File: config.mk
export PLATFORM = sky130hd
export DESIGN_NAME = seg_capture
export DESIGN_NICKNAME = d
export VERILOG_FILES = /design/src/rtl/seg_pkg.sv /design/src/rtl/seg_to_bcd.sv /design/src/rtl/seg_capture.sv
export SDC_FILE = /design/constraint.sdc
export NUM_CORES = 1
export LEC_CHECK = 0
export ABC_AREA = 0
export BUFFER_PORTS_ARGS = -buffer_cell sky130_fd_sc_hd__buf_2
export CAP_MARGIN = 40
export CORE_MARGIN = 2
export CORE_UTILIZATION = 35
export CTS_CLUSTER_DIAMETER = 30
export DETAILED_ROUTE_END_ITERATION = 12
export SLEW_MARGIN = 20
export SYNTH_ARGS = -nofsm -noshare
export SYNTH_HDL_FRONTEND = slang
export SYNTH_HIERARCHICAL = 1
export SYNTH_SLANG_ARGS = --single-unit
File: constraint.sdc
create_clock -name clk -period 5.1 [get_ports clk]
set_input_delay 0.255 -clock clk [delete_from_list [all_inputs] [get_ports clk]]
set_output_delay 0.255 -clock clk [all_outputs]
set_load 0.005 [all_outputs]
File: src/rtl/seg_pkg.sv
// seg_capture shared types: active-high segment patterns (a..g)
// and the capture FSM state encoding.
package seg_pkg;

  localparam logic [0:6] SEG_0     = 7'b1111110;
  localparam logic [0:6] SEG_1     = 7'b0110000;
  localparam logic [0:6] SEG_2     = 7'b1101101;
  localparam logic [0:6] SEG_3     = 7'b1111001;
  localparam logic [0:6] SEG_4     = 7'b0110011;
  localparam logic [0:6] SEG_5     = 7'b1011011;
  localparam logic [0:6] SEG_6     = 7'b1011111;
  localparam logic [0:6] SEG_7     = 7'b1110000;
  localparam logic [0:6] SEG_8     = 7'b1111111;
  localparam logic [0:6] SEG_9     = 7'b1111011;
  localparam logic [0:6] SEG_BLANK = 7'b0000000;

  typedef enum logic [1:0] {
    IDLE,
    SETTLE,
    CAPTURE,
    HOLD
  } cap_state_t;

endpackage

File: src/rtl/seg_to_bcd.sv
// Combinational decode of an active-low 7-segment pattern
// into a BCD digit, blank flag or illegal flag.
module seg_to_bcd
  import seg_pkg::*;
(
  input  logic [0:6] seg_n_i,
  output logic [3:0] digit_o,
  output logic       is_blank_o,
  output logic       is_illegal_o
);

  logic [0:6] seg;
  assign seg = ~seg_n_i;

  always_comb begin
    digit_o      = 4'd0;
    is_blank_o   = 1'b0;
    is_illegal_o = 1'b0;
    unique case (1'b1)
      (seg == SEG_0):     digit_o = 4'd0;
      (seg == SEG_1):     digit_o = 4'd1;
      (seg == SEG_2):     digit_o = 4'd2;
      (seg == SEG_3):     digit_o = 4'd3;
      (seg == SEG_4):     digit_o = 4'd4;
      (seg == SEG_5):     digit_o = 4'd5;
      (seg == SEG_6):     digit_o = 4'd6;
      (seg == SEG_7):     digit_o = 4'd7;
      (seg == SEG_8):     digit_o = 4'd8;
      (seg == SEG_9):     digit_o = 4'd9;
      (seg == SEG_BLANK): is_blank_o = 1'b1;
      default:            is_illegal_o = 1'b1;
    endcase
  end

endmodule

File: src/rtl/seg_capture.sv
// Reconstructs BCD digits from a multiplexed active-low 7-seg bus,
// capturing each position once its inputs have been stable.
module seg_capture
  import seg_pkg::*;
#(
  parameter int DIGITS = 4,
  parameter int STABLE = 4
) (
  input  logic                  clk,
  input  logic                  rst_n,
  input  logic [0:6]            seg_in,
  input  logic [DIGITS-1:0]     dig_sel_n,
  input  logic                  clear,
  output logic [4*DIGITS-1:0]   bcd_out,
  output logic [DIGITS-1:0]     blank,
  output logic                  frame_valid,
  output logic                  err,
  output logic [2:0]            err_digit
);

  localparam int         SW   = 7 + DIGITS;
  localparam logic [7:0] STAB = 8'(STABLE);

  cap_state_t state_q, state_d;

  logic [SW-1:0]       samp_q, samp_d;
  logic [7:0]          stab_q, stab_d;
  logic [4*DIGITS-1:0] bcd_q, bcd_d;
  logic [DIGITS-1:0]   blank_q, blank_d;
  logic [DIGITS-1:0]   seen_q, seen_d;
  logic                fv_q, fv_d;
  logic                err_q, err_d;
  logic [2:0]          errd_q, errd_d;

  logic                chg;
  logic                cur_one;
  logic [DIGITS-1:0]   sel_q;
  logic [2:0]          idx;
  logic [3:0]          dig;
  logic                is_blank;
  logic                is_ill;

  assign samp_d  = {seg_in, dig_sel_n};
  assign chg     = samp_d != samp_q;
  assign cur_one = $countones(~dig_sel_n) == 1;
  assign sel_q   = samp_q[DIGITS-1:0];

  seg_to_bcd u_dec (
    .seg_n_i      (samp_q[SW-1:DIGITS]),
    .digit_o      (dig),
    .is_blank_o   (is_blank),
    .is_illegal_o (is_ill)
  );

  always_comb begin
    idx = 3'd0;
    for (int i = 0; i < DIGITS; i++)
      if (!sel_q[i]) idx = 3'(i);
  end

  always_comb begin
    stab_d = stab_q;
    if (clear)            stab_d = 8'd0;
    else if (chg)         stab_d = 8'd1;
    else if (stab_q < STAB) stab_d = stab_q + 8'd1;
  end

  // SETTLE looks at the count being written this edge so the
  // capture cycle starts right after the STABLE-th sample.
  always_comb begin
    state_d = state_q;
    unique case (state_q)
      IDLE:    if (cur_one) state_d = SETTLE;
      SETTLE: begin
        if (!cur_one)            state_d = IDLE;
        else if (stab_d == STAB) state_d = CAPTURE;
      end
      CAPTURE: state_d = HOLD;
      HOLD:    if (chg) state_d = cur_one ? SETTLE : IDLE;
      default: state_d = IDLE;
    endcase
    if (clear) state_d = HOLD;
  end

  always_comb begin
    bcd_d   = bcd_q;
    blank_d = blank_q;
    seen_d  = seen_q;
    err_d   = err_q;
    errd_d  = errd_q;
    fv_d    = 1'b0;
    if (clear) begin
      err_d  = 1'b0;
      errd_d = 3'd0;
      seen_d = '0;
    end else begin
      if (state_q == CAPTURE) begin
        if (is_ill) begin
          err_d  = 1'b1;
          errd_d = idx;
        end else begin
          for (int i = 0; i < DIGITS; i++) begin
            if (!sel_q[i]) begin
              seen_d[i]  = 1'b1;
              blank_d[i] = is_blank;
              if (!is_blank) bcd_d[4*i +: 4] = dig;
            end
          end
        end
      end
      if (&seen_d) begin
        fv_d   = 1'b1;
        seen_d = '0;
      end
    end
  end

  always_ff @(posedge clk or negedge rst_n) begin
    if (!rst_n) begin
      state_q <= IDLE;
      samp_q  <= '1;
      stab_q  <= 8'd0;
      bcd_q   <= '0;
      blank_q <= '1;
      seen_q  <= '0;
      fv_q    <= 1'b0;
      err_q   <= 1'b0;
      errd_q  <= 3'd0;
    end else begin
      state_q <= state_d;
      samp_q  <= samp_d;
      stab_q  <= stab_d;
      bcd_q   <= bcd_d;
      blank_q <= blank_d;
      seen_q  <= seen_d;
      fv_q    <= fv_d;
      err_q   <= err_d;
      errd_q  <= errd_d;
    end
  end

  assign bcd_out     = bcd_q;
  assign blank       = blank_q;
  assign frame_valid = fv_q;
  assign err         = err_q;
  assign err_digit   = errd_q;

endmodule

# Word-level counts from Yosys, hierarchy flattened
# Index checks and enable logic that the tools add are counted.
# totals
memories,0
output_inout_bits,25
elab_cells,95
ram_bits,0
latch_bits,0
input_bits,14
ff_bits,50
mem_bits_ro,0
# op_classes
n_div,0
n_lt_le_gt_ge,1
bitwise,8
n_mux,32
n_mul,0
n_addsub,4
shifts,0
n_reduce_logical,15
n_eq_ne,20
# ops
cell,n
"7-bit == test, second input constant",8
4-bit one-hot mux with 9 select lines,1
8-bit 2-to-1 mux,3
4-bit 2-to-1 mux,5
4-bit AND reduction,5
5-bit AND reduction,4
"7-bit by 6-bit == test with 1-bit output, second input constant",2
1-bit 2-to-1 mux,12
2-bit 2-to-1 mux,6
3-bit 2-to-1 mux,4
11-bit inequality test,1
11-bit OR reduction,1
"8-bit by 1-bit adder with 8-bit output, second input constant",1
"8-bit by 3-bit == test with 1-bit output, second input constant",1
"8-bit by 3-bit less-than comparator with 1-bit output, second input constant",1
2-bit one-hot mux with 4 select lines,1
7-bit zero test,1
7-bit NOT,1
"3-bit inequality test, second input constant",2
1-bit NOT,6
1-bit by 1-bit adder with 2-bit output,2
"2-bit == test, second input constant",2
"4-bit inequality test, second input constant",1
4-bit NOT,1
other kinds (8),8

# Depth between registers and ports, before layout
# Gate-level depths: netlist of the first run.
# depth
ltp_word,9
ltp_mapped,10
depth_no_buf,9

# Cells and area by module
# Netlist of the first run, hierarchy kept.
# by_module_without_submodules
module,area_per_inst_um2,seq_area_each_um2,instances,cells_each
seg_capture,2060.7,1244.9,1,159
seg_to_bcd,198.9,0.0,1,32

# Worst setup path before layout of the first run
# OpenSTA, ideal clock, no wires.
# synth_timing
kind,register to register
from,reg samp_q[6]
to,"reg bcd_q[0], in the netlist bcd_out[0]"
t_arrival_ns,2.185
n_path_buf,0
required_ns,4.975
setup_ns,0.125
synth_period_minus_slack_ns,2.309
stages_incl_launch_ff,9
path_slack_ns,2.791
cell_sequence,dfstp_2 nand4_1 nor2_1 nor3_1 nor3b_4 nand2b_2 or2_4 nor2_4 mux2_2
# synth_via
elab_chain_len,5
elab_cells_between_ends,17
cone_classes,eq/ne: 10; mux: 2; bitwise: 2; reduce/logical: 3
# synth_lines
element,line,rtl
"start, declared",seg_capture.sv:26,"logic [SW-1:0] samp_q, samp_d;"
"start signal, assigned",seg_capture.sv:131,samp_q <= samp_d;
7-bit NOT,seg_to_bcd.sv:13,assign seg = ~seg_n_i;
7-bit zero test,seg_to_bcd.sv:30,(seg == SEG_BLANK): is_blank_o = 1'b1;
1-bit 2-to-1 mux,seg_to_bcd.sv:19,unique case (1'b1)
net is_blank,seg_capture.sv:40,logic is_blank;
1-bit NOT (no source line),-,
5-bit AND reduction (no source line),-,
"end signal, assigned",seg_capture.sv:123,bcd_q <= '0;
"end signal, assigned",seg_capture.sv:133,bcd_q <= bcd_d;
"end, declared",seg_capture.sv:28,"logic [4*DIGITS-1:0] bcd_q, bcd_d;"
# The timed path passes the listed nets, and every way through them passes these cells.
# A chain may end at the register's enable or synchronous reset.

# Worst setup path after layout of the first run
# layout_timing
from,reg samp_q[7]
to,"reg bcd_q[0], in the netlist bcd_out[0]"
# Same word-level chain as after synthesis.

==> results.ini, run 1 <==
[timing]
fin_tns_setup_ns=0
maxSlewHeadroom=0.580
worst_pin_slew_ns=0.630
rsz0062_at_grt=false
min_period_ns=2.62
report.final.slew_viol_count=0
fin_ws_ns=2.48
hold_viol=0
clock.fmax_mhz=381
skew_ns=0.00652
period_share=0.515
finalSetupViolCount=0

[global_routing]
grt_pass1_vias=1455
met2_usage=0.198
antenna_found_initial=0
grt_pass1_wl_um=7270
globalRouteTotalUtil=0.128
overflow=0
grt_max_degree=50
use_met1=0.180
grt.busiest_layer=met2
grt_use_met3=0.0305

[clocking]
postCtsSetupBuffers=0
cts_max_level=2
clockRootBuffer=clkbuf_8
cts.sinks=49
holdBufCountCts=0
clock_latency_ns=0.30
ctsResizeCount=0
clk_pin_slew_ns=0.09
tritoncts=done
cts_buffers=5
clockBufferDepth=2

[synth]
syn_nets=209
yosys_warnings=6
netlist_instances=191
synth_compound_area_frac=0.0653
synth_top_family_by_area=simple AND/OR/NAND/NOR gates
yosys_register_bits=49
synth_top_area_share=0.377
synth_mux_area_frac=0.104
synth-simple-area-share=0.175
synth.area.top_cells=dfrtp_1 38%, dfstp_2 17%, mux2_2 9.5%
synth_area_per_cell_um2=11.8
synth_cell_types=45
synthAdderAreaFrac=0.0255
synth_xor_area_frac=0.0504
synth_area_um2=2260
yosysTopAreaCell=dfrtp_1
seq_area_frac_synth=0.551

[placed_design]
pre_cts_slack_ns=2.49
port-buffer-count=37
hpwl_um=3130
placed_cells_incl_taps=302
gp_congestion=0.768

[floorplan]
die_h_um=84.4
fp.coreArea_um2=6310
ioPinCount=39
dieWidth_um=84.4
fp.dieArea_um2=7110
rows=29
start_util=0.358

[power]
irDropWorstVdd_mv=0.142
p_leak_uw=0.00130
power.density_nw_per_um2=292

[flow_run]
maxCapViolations=0

[finish]
mostFrequentLayoutCells=37 x buf_2, 34 x dfrtp_1, 22 x nor2_1, 19 x mux2_2, 15 x dfstp_2
nNetsFinal=250
layout.cells.non_filler=310
final_core_util=0.419
final_common_cell=buf_2
fillers=602
drive_gt1_frac=0.399
synthToLayoutAreaGrowth_pct=17.1
diodes=0

[worst_hold_path]
hp-class=input port to asynchronous set/reset pin

[critical_path]
critPathArrivalTime_ns=2.81
start_kind=flip-flop
end_kind=flip-flop
path_max_fanout=8
crit_type=flip-flop to flip-flop
required_ns=5.29

[routing]
post_drt_wl_per_cell_um=14.0
drtAntennaViolNets=0
vias=1483
first_iter_violations=122
drt_wl_total_um=4330
route.detailed.drc=0
drt_first_pass_iters=4
avgViaCountPerCell=4.78

[status]
status=finished, final reports clean

-- final cells by class --
| class | instances | area [um^2] | area share |
|---|---|---|---|
| Timing Repair Buffer | 38 | 193 | 0.0728 |
| Clock buffer | 6 | 82.6 | 0.0312 |
| Multi-Input combinational cell | 128 | 953 | 0.360 |
| Sequential cell | 49 | 1240 | 0.471 |
| Tap cell | 77 | 96.3 | 0.0364 |
| Inverter | 10 | 37.5 | 0.0142 |
| Clock inverter | 2 | 37.5 | 0.0142 |
-- layer usage --
metal | wire, um | vias up
li1 | - | 731
met4 | 22 | 0
met5 | 0 | -
met1 | 2170 | 720
met2 | 1990 | 30
met3 | 154 | 2
-- stage by stage --
step,hold WS (ns),total power (uW),area (um^2)
finish,0.0499,772,2650
global route,0.0390,810,2650
CTS,0.0489,786,2650
detailed placement,0.379,491,2520
global placement,0.379,491,2520
floorplan,-0.0406,462,2260
-- cells by family after synthesis --
| group | count (synthesis) |
|---|---|
| xor+xnor | 13 |
| compound gates | 22 |
| flops | 49 |
| other cells | 1 |
| fa+ha+maj | 4 |
| mux | 21 |
| buf+inv | 14 |
| simple gates | 67 |
-- power breakdown --
| part | total (uW) | leakage, uW | internal [uW] | switching [uW] |
|---|---|---|---|---|
| sequential | 420 | 0.000622 | 404 | 16.3 |
| combinational | 62.8 | 0.000618 | 27.3 | 35.5 |
| clock | 289 | 0.0000574 | 160 | 130 |
| total | 772 | 0.00130 | 591 | 181 |
-- worst paths after layout --
| check | from | endpoint | slack, ns | depth (start not counted) |
|---|---|---|---|---|
| max | samp_q[7]$_DFF_PN1_ | bcd_out[0]$_DFFE_PN0P_ | 2.48 | 8 |
| min | rst_n | stab_q[6]$_DFF_PN0_ | 0.05 | 2 |
| max reg2reg | samp_q[7]$_DFF_PN1_ | bcd_out[0]$_DFFE_PN0P_ | 2.48 | 8 |
| min reg2reg | bcd_out[1]$_DFFE_PN0P_ | bcd_out[1]$_DFFE_PN0P_ | 0.49 | 1 |
| max in group asynchronous | rst_n | bcd_out[3]$_DFFE_PN0P_ | 4.62 | 2 |
| min in group clk | seg_in[1] | samp_q[9]$_DFF_PN1_ | 0.06 | 1 |
-- cells in the mapped netlist --
| library cell | count |
|---|---|
| dfrtp_1 | 34 |
| nand2_1 | 5 |
| a31o_2 | 2 |
| o21ai_1 | 1 |
| nand2b_2 | 1 |
| nor2b_1 | 2 |
| a32oi_1 | 1 |
| ha_1 | 3 |
| a311oi_1 | 1 |
| clkbuf_1 | 1 |
| nor2_1 | 22 |
| a21oi_1 | 8 |
| dfstp_2 | 15 |
| nor4_1 | 5 |
| mux2_1 | 1 |
| xor2_1 | 12 |
| nand4_1 | 1 |
| nor3b_1 | 1 |
| nand4b_1 | 1 |
| nand3_1 | 4 |
| mux2_2 | 19 |
| nor3b_4 | 1 |
| a21o_1 | 1 |
| conb_1 | 1 |
| fa_1 | 1 |
| a2111oi_2 | 1 |
| buf_2 | 1 |
| nor4bb_1 | 1 |
| or2_2 | 1 |
| nand2b_1 | 3 |
| nor4b_1 | 1 |
| buf_4 | 2 |
| o31ai_1 | 2 |
| inv_1 | 10 |
| a211oi_1 | 1 |
| nor3_2 | 1 |
| xnor2_1 | 1 |
| nor3_1 | 6 |
| nor2_4 | 4 |
| o21ai_0 | 2 |
| or3_4 | 1 |
| and2_1 | 5 |
| or2_4 | 1 |
| a31oi_1 | 2 |
| mux2i_1 | 1 |
-- registers in the layout, summed over array words and instances (netlist names) --
signal,count
seen_q,4
err_digit,2
frame_valid,1
err,1
bcd_out,16
state_q,2
stab_q,8
blank,4
samp_q,11
-- critical path, cell delays in order (launching register included) --
cell,delay [ns]
dfstp_2,0.63
nand4_1,0.17
nor2_1,0.34
nor3_1,0.17
nor3b_4,0.29
nand2b_2,0.13
or2_4,0.29
nor2_4,0.15
mux2_2,0.35
(Power assumes the default switching activity.)
==> run 2: changes to the inputs <==
Settings changed: ABC_AREA 0 to 1.
Clock period 5.1 ns to 2.13 ns, I/O delays scaled along.
==> results.ini, run 2 <==
[routing]
first_iter_violations=82
vias=2282
avgViaCountPerCell=4.50
drt_first_pass_iters=4
route.detailed.drc=0
post_drt_wl_per_cell_um=11.0
drtAntennaViolNets=0
drt_wl_total_um=5570

[placed_design]
placed_cells_incl_taps=475
post_dp_cell_area_um2=2970
port-buffer-count=37
hpwl_um=4160
gp_congestion=0.865
pre_cts_slack_ns=-0.0740

[finish]
fillers=690
largest_register_ffs=16
mostFrequentLayoutCells=91 x nand2_1, 38 x inv_1, 37 x buf_2, 34 x nor2_1, 34 x dfrtp_1
nNetsFinal=428
layout.cells.non_filler=507
diodes=0
final_common_cell=nand2_1
final_area_um2=3400
synthToLayoutAreaGrowth_pct=35.0
drive_gt1_frac=0.353

[global_routing]
overflow=0
grt_pass1_vias=2193
globalRouteTotalUtil=0.154
antenna_found_initial=0
grt_max_degree=20
grt_pass1_wl_um=9470

[synth]
syn_nets=341
synth_area_per_cell_um2=7.79
synth_cell_types=34
async_flop_share=1.00
synth_edf_count=0
ys.flop_type=dfrtp_1
synth.area.top_cells=dfrtp_1 34%, dfstp_2 16%, nand2_1 15%
synth_most_common_cell=nand2_1
yosysTopAreaCell=dfrtp_1
synth_top_area_share=0.338
netlist_instances=323
yosys_warnings=6
yosys-top-cells-count=101 x nand2_1, 44 x nor2_1, 43 x inv_1, 34 x dfrtp_1, 17 x o21ai_0
seq_area_frac_synth=0.495
yosys_register_bits=49
synth_area_um2=2520

[timing]
rsz0062_at_grt=true
fin_ws_ns=-0.0592
fin_tns_setup_ns=-0.232
finalSetupViolCount=5
hold_viol=0
fin_hold_ws_ns=0.0565
min_period_ns=2.19
report.final.slew_viol_count=0
skew_ns=0.00568
clock.fmax_mhz=457
period_share=1.03

[critical_path]
end_kind=flip-flop
crit_type=flip-flop to flip-flop
critPathArrivalTime_ns=2.39
worstRegToRegCells=12
start_kind=flip-flop
required_ns=2.33
path_max_fanout=5

[floorplan]
rows=30
start_util=0.366
ioPinCount=39
die_h_um=88.8
dieWidth_um=88.8
fp.coreArea_um2=6870
fp.dieArea_um2=7890

[status]
violations=negative setup slack
status=complete, but fails checks

[clocking]
cts_max_level=2
clk_pin_slew_ns=0.09
cts_buffers=5
clockRootBuffer=clkbuf_8
clock_latency_ns=0.30
clockBufferDepth=2
cts.sinks=49
tritoncts=done

[power]
switching_share=0.288
p_comb_frac=0.204
intPower_uw=1620
power_frac_clock=0.306
p_sw_uw=655
irDropWorstVdd_mv=0.242
p_leak_uw=0.00176
pwr-share-seq=0.490
power.density_nw_per_um2=669

[flow_run]
maxCapViolations=0

[worst_hold_path]
whs_path_depth=2
hp-class=input port to flip-flop

-- run 2: changes by cell type in the layout (fill, tap and decap cells not counted), sizes merged, moves of 18 or more --
| cell | delta |
|---|---|
| nand2 | +100 |
| mux2 | -20 |
| inv | +39 |
| nor2 | +26 |
| buf | +34 |
| o21ai | +18 |
-- run 2: path summary, 6_finish.rpt --
kind | from | to | slack (ns)
worst max-delay path | samp_q[6]$_DFF_PN1_ | seen_q[3]$_DFF_PN0_ | -0.06
worst min-delay path | dig_sel_n[1] | samp_q[1]$_DFF_PN1_ | 0.06
worst max register to register | samp_q[6]$_DFF_PN1_ | seen_q[3]$_DFF_PN0_ | -0.06
worst min register to register | bcd_out[8]$_DFFE_PN0P_ | bcd_out[8]$_DFFE_PN0P_ | 0.48
max in group asynchronous | rst_n | samp_q[3]$_DFF_PN1_ | 1.23
min in group asynchronous | rst_n | bcd_out[1]$_DFFE_PN0P_ | 0.25
-- run 2: power groups by stage --
stage               clock network (uW)  logic, uW  registers, uW
floorplan                            0        245           1120
global placement                     0        412           1130
detailed placement                   0        421           1130
CTS                                718        453           1110
global route                       759        530           1130
finish                             695        465           1110
-- run 2: metrics by stage --
step / utilization / total power [uW]
floorplan: - / 1370
global placement: 0.432 / 1540
detailed placement: 0.432 / 1550
CTS: 0.480 / 2280
global route: 0.495 / 2420
finish: 0.495 / 2270
-- run 2: worst max-delay path, stage by stage (launching register included) --
cell and delay, ns:
dfstp_2 0.60, nand2_4 0.08, nor2_4 0.11, nand2_1 0.09
o21ai_1 0.09, nor2_1 0.06, nand2_1 0.10, nor2_4 0.07
nor2_4 0.13, a21oi_2 0.08, or4_4 0.54, nand2_4 0.09
nor2_1 0.04
-- run 2: routing by layer --
metal  track usage  part of all wire
met1         0.187              0.45
met2         0.267              0.49
met3        0.0354             0.041
met4        0.0523             0.012
met5             0                 0
-- run 2: timing repair --
| item | in CTS | in global routing |
|---|---|---|
| pin swaps | 2 | 10 |
| endpoints found under the hold margin | 22 | 0 |
| setup endpoints to repair | 5 | 24 |
| setup buffers | 8 | 6 |
| hold buffers | 10 | 0 |
| resized for setup | 17 | 31 |
-- run 2: area by class of cell --
class	instances	area, um^2	share of cell area
Sequential cell	49	1240	0.366
Multi-Input combinational cell	223	1180	0.347
Timing Repair Buffer	82	556	0.163
Inverter	49	184	0.0541
Tap cell	96	120	0.0353
Clock buffer	7	86.3	0.0254
Clock inverter	1	30.0	0.00883
-- run 2: cell families after synthesis --
family,after synthesis,share of synthesized area
AO/OA/AOI/OAI,34,0.0775
XOR/XNOR,6,0.0209
adder cells (fa/ha/maj),4,0.0229
buffers and inverters,51,0.0775
flip-flops,49,0.495
multiplexers,1,0.00398
other,1,0.00149
AND/OR/NAND/NOR,177,0.301
==> run 3: changes to the inputs <==
Settings changed: BUFFER_PORTS_ARGS -buffer_cell sky130_fd_sc_hd__buf_2 to -buffer_cell sky130_fd_sc_hd__buf_4.
==> results.ini, run 3 (synthesis gave the netlist of run 2 again) <==
[routing]
drt_wl_total_um=5670
post_drt_wl_per_cell_um=11.3
drt_first_pass_iters=4
drtAntennaViolNets=0
avgViaCountPerCell=4.51
first_iter_violations=105
route.detailed.drc=0
vias=2254

[critical_path]
crit_type=flip-flop to flip-flop
start_kind=flip-flop
worstRegToRegCells=12
critPathArrivalTime_ns=2.38
path_max_fanout=6
end_kind=flip-flop
required_ns=2.33

[finish]
final_common_cell=nand2_1
fillers=664
multiInputGateArea_um2=1170
final_area_um2=3450
mostFrequentLayoutCells=91 x nand2_1, 63 x buf_4, 38 x nor2_1, 37 x inv_1, 34 x dfrtp_1
synthToLayoutAreaGrowth_pct=37.1
layout.cells.non_filler=500
nNetsFinal=421
largest_register_ffs=16
drive_gt1_frac=0.334
diodes=0
seqCellArea_um2=1240

[global_routing]
globalRouteTotalUtil=0.150
antenna_found_initial=0
grt_pass1_vias=2103
overflow=0
grt_pass1_wl_um=9260
grt_max_degree=50

[flow_run]
maxCapViolations=0

[power]
p_sw_uw=674
p_comb_frac=0.205
irDropWorstVdd_mv=0.318
p_leak_uw=0.00175
power_frac_clock=0.330
switching_share=0.280
pwr-share-seq=0.465
intPower_uw=1730
power.density_nw_per_um2=696

[timing]
hold_viol=0
finalSetupViolCount=4
fin_hold_ws_ns=0.0359
min_period_ns=2.19
clock.fmax_mhz=457
fin_ws_ns=-0.0567
period_share=1.03
maxSlewHeadroom=0.576
worst_pin_slew_ns=0.635
fin_tns_setup_ns=-0.216
skew_ns=0.00647
report.final.slew_viol_count=0
rsz0062_at_grt=true

[floorplan]
ioPinCount=39
fp.dieArea_um2=7890
fp.coreArea_um2=6870
rows=30
dieWidth_um=88.8
die_h_um=88.8
start_util=0.366

[clocking]
clockRootBuffer=clkbuf_8
clock_latency_ns=0.31
cts_buffers=5
clockBufferDepth=2
tritoncts=done
cts.sinks=49
clk_pin_slew_ns=0.10
cts_max_level=2

[placed_design]
placed_cells_incl_taps=471
port-buffer-count=37
pre_cts_slack_ns=-0.0857
post_dp_cell_area_um2=3030
gp_congestion=0.826
hpwl_um=3910

[status]
status=complete, but fails checks
violations=negative setup slack

[worst_hold_path]
hp-class=input port to flip-flop
whs_path_depth=2

## run 3: cell types whose count changed in the layout (fill, tap and decap cells not counted), sizes merged
| cell | change |
|---|---|
| clkbuf | -2 |
| clkinv | +1 |
| bufinv | +1 |
| buf | -7 |
## run 3: timing repair
action / CTS / global route
endpoints found under the setup margin: 5 / 23
setup buffers: 7 / 4
endpoints found under the hold margin: 43 / 0
pin swaps: 10 / 15
resized for setup: 12 / 26
hold buffers: 10 / 0
## run 3: final timing paths
check                                              from                  endpoint  slack, ns
worst max-delay path                samp_q[6]$_DFF_PN1_       seen_q[3]$_DFF_PN0_      -0.06
worst min-delay path                       dig_sel_n[0]       samp_q[0]$_DFF_PN1_       0.04
worst max register to register      samp_q[6]$_DFF_PN1_       seen_q[3]$_DFF_PN0_      -0.06
worst min register to register  bcd_out[15]$_DFFE_PN0P_   bcd_out[15]$_DFFE_PN0P_       0.49
max in group asynchronous                         rst_n  err_digit[1]$_DFFE_PN0P_       1.34
min in group asynchronous                         rst_n   bcd_out[14]$_DFFE_PN0P_       0.36
## run 3: critical path, stage by stage (launching register included)
cell and delay [ns]:
dfstp_2 0.61, nand2_2 0.10, nor2_2 0.13, nand2_1 0.08, nand2_1 0.10, nor2_2 0.04, nand2_2 0.06, nor2_4 0.06
nor2_2 0.12, a21oi_2 0.08, or4_4 0.56, nand2_4 0.09, nor2_1 0.04
## run 3: power groups by stage
stage / Clock (uW) / Combinational [uW] / Sequential, uW
after floorplan: 0 / 245 / 1120
after global placement: 0 / 442 / 1130
after detailed placement: 0 / 449 / 1130
after CTS: 805 / 477 / 1120
after global routing: 846 / 561 / 1130
final: 793 / 492 / 1120
## run 3: stage by stage
| step | total power (uW) | util |
|---|---|---|
| floorplan | 1370 | - |
| global placement | 1570 | 0.441 |
| detailed placement | 1580 | 0.441 |
| CTS | 2400 | 0.488 |
| global route | 2540 | 0.503 |
| finish | 2400 | 0.503 |
## run 3: cell type report
cell class | count | share of cell area
repair buffers | 75 | 0.173
multi-input cells | 223 | 0.339
clock inverters | 3 | 0.0188
flip-flops and latches | 49 | 0.361
clock buffers | 5 | 0.0199
well taps | 96 | 0.0348
inverters | 49 | 0.0540
## run 3: per-layer routing
metal,GRT usage,part of all wire
met1,0.198,0.48
met2,0.250,0.47
met3,0.0317,0.038
met4,0.0441,0.0095
met5,0,0
